===== src/rtl/dds_ctrl_pkg.sv =====
// Shared types and constants for the DDS parameter scheduler.
// Holds the sequencing state enum and the phase/degree arithmetic helpers.
package dds_ctrl_pkg;

    typedef enum logic [2:0] {
        IDLE,
        REQ,
        DIV,
        CALC,
        COMMIT
    } state_t;

    localparam int QUAD_SPAN = 1024;
    localparam int AD_FULL   = 4095;
    localparam int FRAC_MAX  = 1023;
    localparam int DEG_MUL   = 45;
    localparam int DEG_SHIFT = 9;

    localparam int AD_W   = 12;
    localparam int PHA_W  = 12;
    localparam int DEG_W  = 9;
    localparam int FRAC_W = $clog2(QUAD_SPAN);
    localparam int DIV_W  = AD_W + FRAC_W;

    // ad=4095 divides to exactly QUAD_SPAN; clamp so it stays in its quadrant
    function automatic logic [FRAC_W-1:0] clamp_frac(input logic [DIV_W-1:0] q);
        return (q > DIV_W'(FRAC_MAX)) ? FRAC_W'(FRAC_MAX) : q[FRAC_W-1:0];
    endfunction

    function automatic logic [DEG_W-1:0] phase_to_deg(input logic [PHA_W-1:0] ph);
        logic [17:0] prod;
        prod = 18'(ph) * 18'(DEG_MUL);
        return DEG_W'(prod >> DEG_SHIFT);
    endfunction

endpackage


===== src/rtl/seq_divider.sv =====
// Unsigned restoring divider, one quotient bit per clock.
// done is high during the cycle that computes the last bit; quotient is final the cycle after.
module seq_divider #(
    parameter int DVD_W = 22,
    parameter int DVS_W = 12
) (
    input  logic             clk,
    input  logic             rst_n,
    input  logic             start,
    input  logic [DVD_W-1:0] dividend,
    input  logic [DVS_W-1:0] divisor,
    output logic             done,
    output logic [DVD_W-1:0] quotient
);

    localparam int CNT_W = $clog2(DVD_W + 1);

    logic [DVS_W-1:0] rem;
    logic [DVD_W-1:0] quo;
    logic [DVS_W-1:0] dvs;
    logic [CNT_W-1:0] cnt;
    logic [DVS_W:0]   trial;
    logic             fits;
    logic [DVS_W-1:0] diff;

    assign trial = {rem, quo[DVD_W-1]};
    assign fits  = (trial >= {1'b0, dvs});
    // when fits, the true difference is below dvs so the low bits are exact
    assign diff  = trial[DVS_W-1:0] - dvs;

    always_ff @(posedge clk or negedge rst_n) begin
        if (!rst_n) begin
            rem <= '0;
            quo <= '0;
            dvs <= '0;
            cnt <= '0;
        end else if (start) begin
            rem <= '0;
            quo <= dividend;
            dvs <= divisor;
            cnt <= CNT_W'(DVD_W);
        end else if (cnt != '0) begin
            rem <= fits ? diff : trial[DVS_W-1:0];
            quo <= {quo[DVD_W-2:0], fits};
            cnt <= cnt - CNT_W'(1);
        end
    end

    assign done     = (cnt == CNT_W'(1));
    assign quotient = quo;

endmodule


===== src/rtl/dds_param_sched.sv =====
// DDS parameter scheduler: periodic ADC sample -> frequency or phase word,
// committed on the DDS accumulator wrap (or after a bounded wait).
//
//   state  | meaning
//   IDLE   | waiting for a sample tick
//   REQ    | ad_req_out high, waiting for ad_valid_in
//   DIV    | scaling the sample into a quadrant fraction
//   CALC   | forming the new word(s)
//   COMMIT | waiting for dds_sync_in or timeout, then writing the outputs
module dds_param_sched
    import dds_ctrl_pkg::*;
#(
    parameter int SAMPLE_DIV   = 50000,
    parameter int FREQ_STEP    = 16,
    parameter int FW_W         = 32,
    parameter int SYNC_TIMEOUT = 4096
) (
    input  logic             clk,
    input  logic             rst_n,
    input  logic             f_p_choose_in,
    input  logic             p_step_in,
    output logic             ad_req_out,
    input  logic             ad_valid_in,
    input  logic [AD_W-1:0]  ad_in,
    input  logic             dds_sync_in,
    output logic [FW_W-1:0]  freq_word_out,
    output logic [PHA_W-1:0] pha_word_out,
    output logic [PHA_W-1:0] pha_oled_out,
    output logic             upd_out,
    output logic             busy_out
);

    localparam int TICK_W = $clog2(SAMPLE_DIV);
    localparam int TMO_W  = $clog2(SYNC_TIMEOUT + 1);

    state_t            state;
    logic [TICK_W-1:0] tick_cnt;
    logic              tick;
    logic [1:0]        quad;
    logic [1:0]        quad_snap;
    logic              tgt_pha;
    logic [AD_W-1:0]   ad_lat;
    logic [TMO_W-1:0]  tmo_cnt;
    logic [PHA_W-1:0]  pha_next;
    logic [DEG_W-1:0]  deg_next;
    logic [FW_W-1:0]   freq_next;
    logic [PHA_W-1:0]  pha_q;
    logic [DEG_W-1:0]  deg_q;
    logic [FW_W-1:0]   freq_q;
    logic              div_start;
    logic              div_done;
    logic [DIV_W-1:0]  div_q;
    logic [PHA_W-1:0]  pha_calc;
    logic              commit;

    assign tick = (tick_cnt == TICK_W'(SAMPLE_DIV - 1));

    always_ff @(posedge clk or negedge rst_n) begin
        if (!rst_n)
            tick_cnt <= '0;
        else if (tick)
            tick_cnt <= '0;
        else
            tick_cnt <= tick_cnt + TICK_W'(1);
    end

    always_ff @(posedge clk or negedge rst_n) begin
        if (!rst_n)
            quad <= '0;
        else if (p_step_in)
            quad <= quad + 2'd1;
    end

    // divider is launched on the same edge that latches the sample
    assign div_start = (state == REQ) && ad_valid_in && tgt_pha;

    seq_divider #(
        .DVD_W (DIV_W),
        .DVS_W (AD_W)
    ) u_div (
        .clk      (clk),
        .rst_n    (rst_n),
        .start    (div_start),
        .dividend ({ad_in, {FRAC_W{1'b0}}}),
        .divisor  (AD_W'(AD_FULL)),
        .done     (div_done),
        .quotient (div_q)
    );

    assign pha_calc = {quad_snap, clamp_frac(div_q)};
    assign commit   = (state == COMMIT) && (dds_sync_in || (tmo_cnt == '0));

    always_ff @(posedge clk or negedge rst_n) begin
        if (!rst_n) begin
            state      <= IDLE;
            quad_snap  <= '0;
            tgt_pha    <= 1'b0;
            ad_lat     <= '0;
            tmo_cnt    <= '0;
            pha_next   <= '0;
            deg_next   <= '0;
            freq_next  <= '0;
            pha_q      <= '0;
            deg_q      <= '0;
            freq_q     <= '0;
            ad_req_out <= 1'b0;
            busy_out   <= 1'b0;
        end else begin
            case (state)
                IDLE: begin
                    if (tick) begin
                        state      <= REQ;
                        quad_snap  <= quad;
                        tgt_pha    <= f_p_choose_in;
                        ad_req_out <= 1'b1;
                        busy_out   <= 1'b1;
                    end
                end
                REQ: begin
                    if (ad_valid_in) begin
                        ad_lat     <= ad_in;
                        ad_req_out <= 1'b0;
                        state      <= tgt_pha ? DIV : CALC;
                    end
                end
                DIV: begin
                    if (div_done)
                        state <= CALC;
                end
                CALC: begin
                    pha_next  <= pha_calc;
                    deg_next  <= phase_to_deg(pha_calc);
                    freq_next <= FW_W'(ad_lat) * FW_W'(FREQ_STEP);
                    tmo_cnt   <= TMO_W'(SYNC_TIMEOUT - 1);
                    state     <= COMMIT;
                end
                COMMIT: begin
                    if (commit) begin
                        if (tgt_pha) begin
                            pha_q <= pha_next;
                            deg_q <= deg_next;
                        end else begin
                            freq_q <= freq_next;
                        end
                        busy_out <= 1'b0;
                        state    <= IDLE;
                    end else begin
                        tmo_cnt <= tmo_cnt - TMO_W'(1);
                    end
                end
                default: begin
                    state      <= IDLE;
                    ad_req_out <= 1'b0;
                    busy_out   <= 1'b0;
                end
            endcase
        end
    end

    // the committed value is visible during the commit cycle itself
    assign upd_out       = commit;
    assign freq_word_out = (commit && !tgt_pha) ? freq_next : freq_q;
    assign pha_word_out  = (commit && tgt_pha) ? pha_next : pha_q;
    assign pha_oled_out  = PHA_W'((commit && tgt_pha) ? deg_next : deg_q);

endmodule


===== config.mk =====
export PLATFORM = sky130hd
export DESIGN_NAME = dds_param_sched
export DESIGN_NICKNAME = d
export VERILOG_FILES = /design/src/rtl/dds_ctrl_pkg.sv /design/src/rtl/seq_divider.sv /design/src/rtl/dds_param_sched.sv
export SDC_FILE = /design/constraint.sdc
export NUM_CORES = 1
export LEC_CHECK = 0
export ABC_AREA = 1
export CORE_ASPECT_RATIO = 1.25
export CORE_MARGIN = 1.5
export CORE_UTILIZATION = 53
export CTS_BUF_LIST = sky130_fd_sc_hd__clkbuf_16
export DETAILED_ROUTE_END_ITERATION = 16
export GPL_ROUTABILITY_DRIVEN = 1
export PLACE_DENSITY = 0.74
export SLEW_MARGIN = 20
export SYNTH_ARGS = -nofsm -noshare
export SYNTH_HDL_FRONTEND = slang
export SYNTH_SLANG_ARGS = --single-unit

===== constraint.sdc =====
create_clock -name clk -period 5.4 [get_ports clk]
set_input_delay 0.54 -clock clk [delete_from_list [all_inputs] [get_ports clk]]
set_output_delay 0.54 -clock clk [all_outputs]
set_load 0.005 [all_outputs]

## After elaboration in Yosys (flattened, before gate mapping)

Cells that the tools add are included.

| storage, ports and cells | value |
|---|---|
| bits in registers | 157 |
| input bits | 18 |
| output and inout bits | 59 |
| word-level logic and storage cells | 88 |

| operators by class | value |
|---|---|
| add/sub/neg operators | 5 |
| multipliers | 1 |
| order comparisons | 2 |
| equal/unequal tests | 11 |
| muxes and demuxes | 25 |
| bitwise operators | 3 |
| reduce and logical (&&, ||, !) cells | 22 |

Operators with widths:

| cell | number |
|---|---|
| 2-to-1 mux 12 bit | 4 |
| 2-to-1 mux 22 bit | 2 |
| 2-to-1 mux 16 bit | 2 |
| one-hot mux 13 bit (2 select lines) | 1 |
| > comparator 22 x 10 -> 1 bit (second input constant) | 1 |
| multiplier 12 x 6 -> 18 bit (second input constant) | 1 |
| adder 16 x 1 -> 16 bit (second input constant) | 1 |
| equality test 16 bit (second input constant) | 1 |
| one-hot mux 3 bit (5 select lines) | 1 |
| greater-or-equal comparator 13 x 12 -> 1 bit | 1 |
| zero test 13 bit | 1 |
| 2-to-1 mux 13 bit | 1 |
| subtractor 13 x 1 -> 13 bit (second input constant) | 1 |
| 2-to-1 mux 3 bit | 4 |
| AND reduction 3 bit | 4 |
| subtractor 12 bit | 1 |
| 2-to-1 mux 10 bit | 1 |
| 2-to-1 mux 5 bit | 2 |
| inequality test 2 bit (second input constant) | 5 |
| 2-to-1 mux 9 bit | 1 |
| equality test 3 x 2 -> 1 bit (second input constant) | 2 |
| one-hot mux 1 bit (3 select lines) | 2 |
| AND reduction 2 bit | 3 |
| OR reduction 3 bit | 2 |
| other kinds (14) | 24 |

## Depth between registers and ports, before layout

| depth | value |
|---|---|
| word-level depth | 5 |
| depth in mapped cells | 23 |
| depth with buffers taken out | 23 |

## Hierarchy

Synthesis repeated with hierarchy kept, for this count alone.

| second synthesis, totals | value |
|---|---|
| cells, all modules | 1180 |
| area total of the unflattened synthesis | 9965.8 um^2 |

By module, submodules not included:

| module | instances | cells an instance | area an instance (um^2) | seq. area each (um^2) |
|---|---|---|---|---|
| dds_param_sched | 1 | 767 | 6900.4 | 2927.8 |
| seq_divider | 1 | 413 | 3065.4 | 1276.2 |

## Worst setup path before layout

No wires, ideal clock.

| timing | value |
|---|---|
| kind | register to register |
| start | reg u_div.quo[20] (netlist: u_div.quotient[20]) |
| end | reg deg_next[8] |
| library setup time | 118 ps |
| arrival time | 3551 ps |
| data required time | 5282 ps |
| setup slack | 1731 ps |
| stages on the path, launching flop included | 21 |
| buffers on the path | 0 |
| clock period less this slack | 3669 ps |
| cells stage by stage | dfrtp_1 > nor2_1 > nand2_1 > nor2_1 > nand2_1 > clkinv_1 > nand2_1 > ha_1 > fa_1 > inv_1 > fa_1 > inv_1 > ha_1 > nand2_1 > inv_1 > a21oi_1 > nor2_1 > a211oi_1 > nand3b_1 > nand3_1 > nand2_1 |

| on the way | value |
|---|---|
| word-level cells in the longest chain between the ends | 3 |

RTL lines:

| item | line | source |
|---|---|---|
| start: declaration | seq_divider.sv:19 | `logic [DVD_W-1:0] quo;` |
| start signal: assignment | seq_divider.sv:39 | `quo <= dividend;` |
| start signal: assignment | seq_divider.sv:44 | `quo <= {quo[DVD_W-2:0], fits};` |
| > comparator 22 x 10 -> 1 bit | dds_ctrl_pkg.sv:27 | `return (q > DIV_W'(FRAC_MAX)) ? FRAC_W'(FRAC_MAX) : q[FRAC_W-1:0];` |
| 2-to-1 mux 10 bit | dds_ctrl_pkg.sv:27 |  |
| via pha_calc[9] | dds_param_sched.sv:53 | `logic [PHA_W-1:0] pha_calc;` |
| multiplier 12 x 6 -> 18 bit | dds_ctrl_pkg.sv:32 | `prod = 18'(ph) * 18'(DEG_MUL);` |
| end signal: assignment | dds_param_sched.sv:132 | `deg_next <= phase_to_deg(pha_calc);` |
| end: declaration | dds_param_sched.sv:45 | `logic [DEG_W-1:0] deg_next;` |

The timed path passes the listed nets, and every way through them passes these cells.
A chain may end at the register's enable or synchronous reset.

## Worst setup path after layout

| timing | value |
|---|---|
| start | reg u_div.quo[18] (netlist: u_div.quotient[18]) |
| end | reg deg_next[8] |

Same word-level chain as after synthesis.

==> summary.md <==
| Metric | Value |
|---|---|
| Stages on worst setup path | 20 |
| Worst max-slew margin expressed relative to the limit | 0.389 |
| Via total after detailed routing | 6800 |
| Portion of total power attributed to combinational logic | 0.487 |
| Slowest stage delay, CP | 510 ps |
| Number of DRC markers in iteration 0 | 408 |
| Number of ports placed on the die boundary | 77 |
| Initial core utilization | 0.546 |
| Final std cell area, no fill | 0.0104 mm² |
| Clock transition at path regs | 60 ps |
| NumNets Final | 1178 |
| CTS tree | done |
| Total CTS buffers | 17 |
| Async S/R FF share, synth | 1.00 |
| Routability Congestion | 0.862 |
| DIE WIDTH | 121 µm |
| Total iterations of the first detailed-routing run | 5 |
| Worst setup endpoint | deg_next[8]$_DFFE_PN0P_ |
| Leading register cell type out of synthesis | sky130_fd_sc_hd__dfrtp_1 |
| All-layer global routing usage | 0.219 |
| Placeable core region | 0.0170 mm² |
| Setup slack of the worst register-to-register path | 1380 ps |
| Outcome | complete, no violations |
| Cell area after placement | 0.00986 mm² |
| Count of endpoints failing setup in the final report | 0 |
| Height of the chip | 151 µm |
| Type of the worst min-delay path | in2async |
| Vias per cell | 5.13 |
| Area of the mapped netlist | 0.00927 mm² |
| H-tree lvl count | 4 |
| Gate Count Post-Synth | 1047 |
| Cells along the critical path | nor2_1 -> nand2_1 -> nor2_1 -> nand2_1 -> clkinv_1 -> nand2_1 -> ha_1 -> fa_1 -> inv_1 -> fa_1 -> inv_1 -> ha_1 -> nand2_1 -> inv_1 -> a21oi_1 -> nor2_1 -> a211oi_1 -> nand3b_1 -> nand3_1 -> nand2_1 |
| Routed len/inst | 13.9 µm |
| Switching power of the nets | 1970 µW |
| Count of buffers from port buffering | 53 |
| Resize count post-CTS | 0 |
| Cell depth of the worst flop-to-flop path | 20 |
| Sort of element at the end of the critical path | flop |
| Max clock buf depth | 2 |
| Root buffer cell | sky130_fd_sc_hd__clkbuf_16 |
| Number of antenna diodes | 0 |
| Number of core rows | 53 |
| Count of state elements after synthesis | 157 |
| Buffers inserted by post-CTS timing repair | 0 |
| Initial antenna violation count | 0 |
| Number of endpoints with negative hold slack in the final report | 0 |
| Layout cells sized above 1 | 0.0958 |
| Total leakage power | 0.00541 µW |
| Worst path top cell family by delay | adder cells |
| Power per standard cell area | 452 mW/mm² |
| Die area | 0.0183 mm² |
| Post-synthesis to final-layout area growth | 12.3% |
| DRC violations left | 0 |
| Peak ir drop on the vdd network | 0.000529 V |
| Total Negative Setup Slacks | 0 ps |
| Sequential area share after synthesis | 0.424 |
| Arrival time of the worst setup path | 4340 ps |
| Source of the worst register-to-register timing path | u_div.quotient[18]$_DFFE_PN0P_ |
| Fraction of power spent switching nets | 0.418 |
| Max Transition Viols Final | 0 |
| Maximum clock skew at final layout | 10.4 ps |
| Crit path launch | u_div.quotient[18]$_DFFE_PN0P_ |
| Via count of the first global-routing pass | 6717 |
| Wire length of the first global-routing pass | 31500 µm |
| Synth cell types | 49 |
| Placed wire-length estimate | 13200 µm |
| Post-synth EDFFs | 0 |
| Cell internal power dissipation | 2740 µW |
| Maximum capacitance violations | 0 |
| Clk pwr share | 0.239 |
| Maximum number of pins on one net before global-route repair | 103 |
| Minimum clock period after layout | 4020 ps |
| Critical Setup Path Class | reg2reg |
| RSZ-0062 raised after global routing | no |
| Part of the total power dissipated in sequential elements | 0.274 |
| Clock latency on the worst-skew pair | 430 ps |
| Syn. warnings | 0 |
| Hold-fix buffers, CTS | 0 |
| Launching element type of the critical path | flop |
| Remaining number of nets flagged by the antenna check after routing | 0 |
| TritonCTS sink count | 157 |
| Endpoint of the worst-slack reg-to-reg timing path | deg_next[8]$_DFFE_PN0P_ |
| Achievable clock frequency | 0.249 GHz |
| CP max FO | 9 |
| Library cell contributing the largest single delay on the critical path | sky130_fd_sc_hd__fa_1 |
| Worst slew pin tran | 917 ps |
| Tcrit/Tclk final | 0.745 |
| Post-synthesis area per instance | 8.85 µm² |
| Overall overflow remaining after global route | 0 |
| CP bufs+invs | 4 |
| Library cell appearing most often on the critical path | sky130_fd_sc_hd__nand2_1 |
| Routed wire length | 18500 µm |
| Required @ worst endpoint | 5720 ps |
## per-stage QoR
| stage | setup slack, ps | instances | total power, µW | hold WS [ps] | utilization |
|---|---|---|---|---|---|
| after global placement | 1440 | 1296 | 3570 | 446 | 0.581 |
| after detailed placement | 1370 | 1296 | 3590 | 458 | 0.581 |
| after global routing | 1040 | 1326 | 5140 | 282 | 0.613 |
| after floorplan | 1730 | 1069 | 3080 | 244 | - |
| after CTS | 1360 | 1326 | 4730 | 265 | 0.613 |
| final | 1380 | 1326 | 4700 | 214 | 0.613 |
## sequential cells by signal, summed over array words and instances, names as in the netlist, 2 cells and up
| register | count |
|---|---|
| tick_cnt | 16 |
| quad_snap | 2 |
| state | 3 |
| pha_q | 12 |
| u_div.quotient | 22 |
| ad_lat | 12 |
| u_div.rem | 12 |
| u_div.cnt | 5 |
| freq_next | 12 |
| deg_next | 9 |
| freq_q | 12 |
| pha_next | 12 |
| tmo_cnt | 13 |
| deg_q | 9 |
| quad | 2 |
## cells in the mapped netlist, drive strengths merged (8+ instances only)
cell type / number / area share
nand2: 233 / 0.097
dfrtp: 157 / 0.42
inv: 147 / 0.060
o21ai: 98 / 0.053
nor2: 70 / 0.029
ha: 51 / 0.069
mux2: 48 / 0.076
nand3: 46 / 0.026
buf: 36 / 0.029
a21oi: 32 / 0.018
xor2: 17 / 0.016
fa: 14 / 0.030
nor3: 14 / 0.0081
clkbuf: 13 / 0.0053
nand4: 9 / 0.0061
o22ai: 9 / 0.0061
o211ai: 8 / 0.0065
## layer usage
layer  up-vias  track usage  part of all wire
met5         -            0                 0
met4         0       0.0853             0.023
met3        32       0.0380             0.029
met2       113        0.368              0.48
met1      3196        0.282              0.46
li1       3459            -                 -
## area by class of cell
class	instances	area, µm²
Sequential cell	157	3930
Timing Repair Buffer	56	554
Inverter	148	556
Fill cell	1497	6570
Multi-Input combinational cell	715	4550
Clock buffer	17	425
Tap cell	220	275
Clock inverter	13	118
## worst min-delay path by stage
| stage | from | end | slack (ps) | cells past startpoint |
|---|---|---|---|---|
| CTS | rst_n | tick_cnt[7]$_DFF_PN0_ | 270 | 1 |
| global route | rst_n | tick_cnt[5]$_DFF_PN0_ | 280 | 1 |
| finish | rst_n | tick_cnt[7]$_DFF_PN0_ | 210 | 1 |
| floorplan | rst_n | ad_lat[0]$_DFFE_PN0P_ | 240 | 0 |
| detailed placement | tick_cnt[0]$_DFF_PN0_ | tick_cnt[0]$_DFF_PN0_ | 460 | 1 |
| global placement | tick_cnt[0]$_DFF_PN0_ | tick_cnt[0]$_DFF_PN0_ | 450 | 1 |
## cells in the final DEF (no fill, tap or decap), drive strengths merged, types with 4 or more instances in the layout
master / netlist / final
nand2: 233 / 233
dfrtp: 157 / 157
inv: 147 / 152
o21ai: 98 / 98
nor2: 70 / 70
clkdlybuf4s50: 0 / 52
ha: 51 / 51
mux2: 48 / 48
nand3: 46 / 46
a21oi: 32 / 32
conb: 1 / 23
xor2: 17 / 17
clkbuf: 13 / 17
fa: 14 / 14
nor3: 14 / 14
nand4: 9 / 9
o22ai: 9 / 9
o211ai: 8 / 8
xnor2: 7 / 7
o221ai: 7 / 7
clkinv: 1 / 7
a21o: 4 / 4
o21bai: 4 / 4
a31oi: 4 / 4
buf: 36 / 4
## kinds of logic after synthesis
kind of cell | synth area share
compound gates | 0.108
xor+xnor | 0.0227
fa+ha+maj | 0.0991
buf+inv | 0.0945
flops | 0.424
mux | 0.0757
other cells | 0.000405
simple gates | 0.176
## power groups by stage
stage | logic, µW | registers (µW) | clock network, µW
3_3_place_gp | 2260 | 1310 | 0
3_5_place_dp | 2280 | 1310 | 0
2_1_floorplan | 1780 | 1300 | 0
6_report | 2290 | 1290 | 1120
5_1_grt | 2640 | 1300 | 1200
4_1_cts | 2300 | 1290 | 1150
Note: power is estimated with default switching activity, not from simulation.
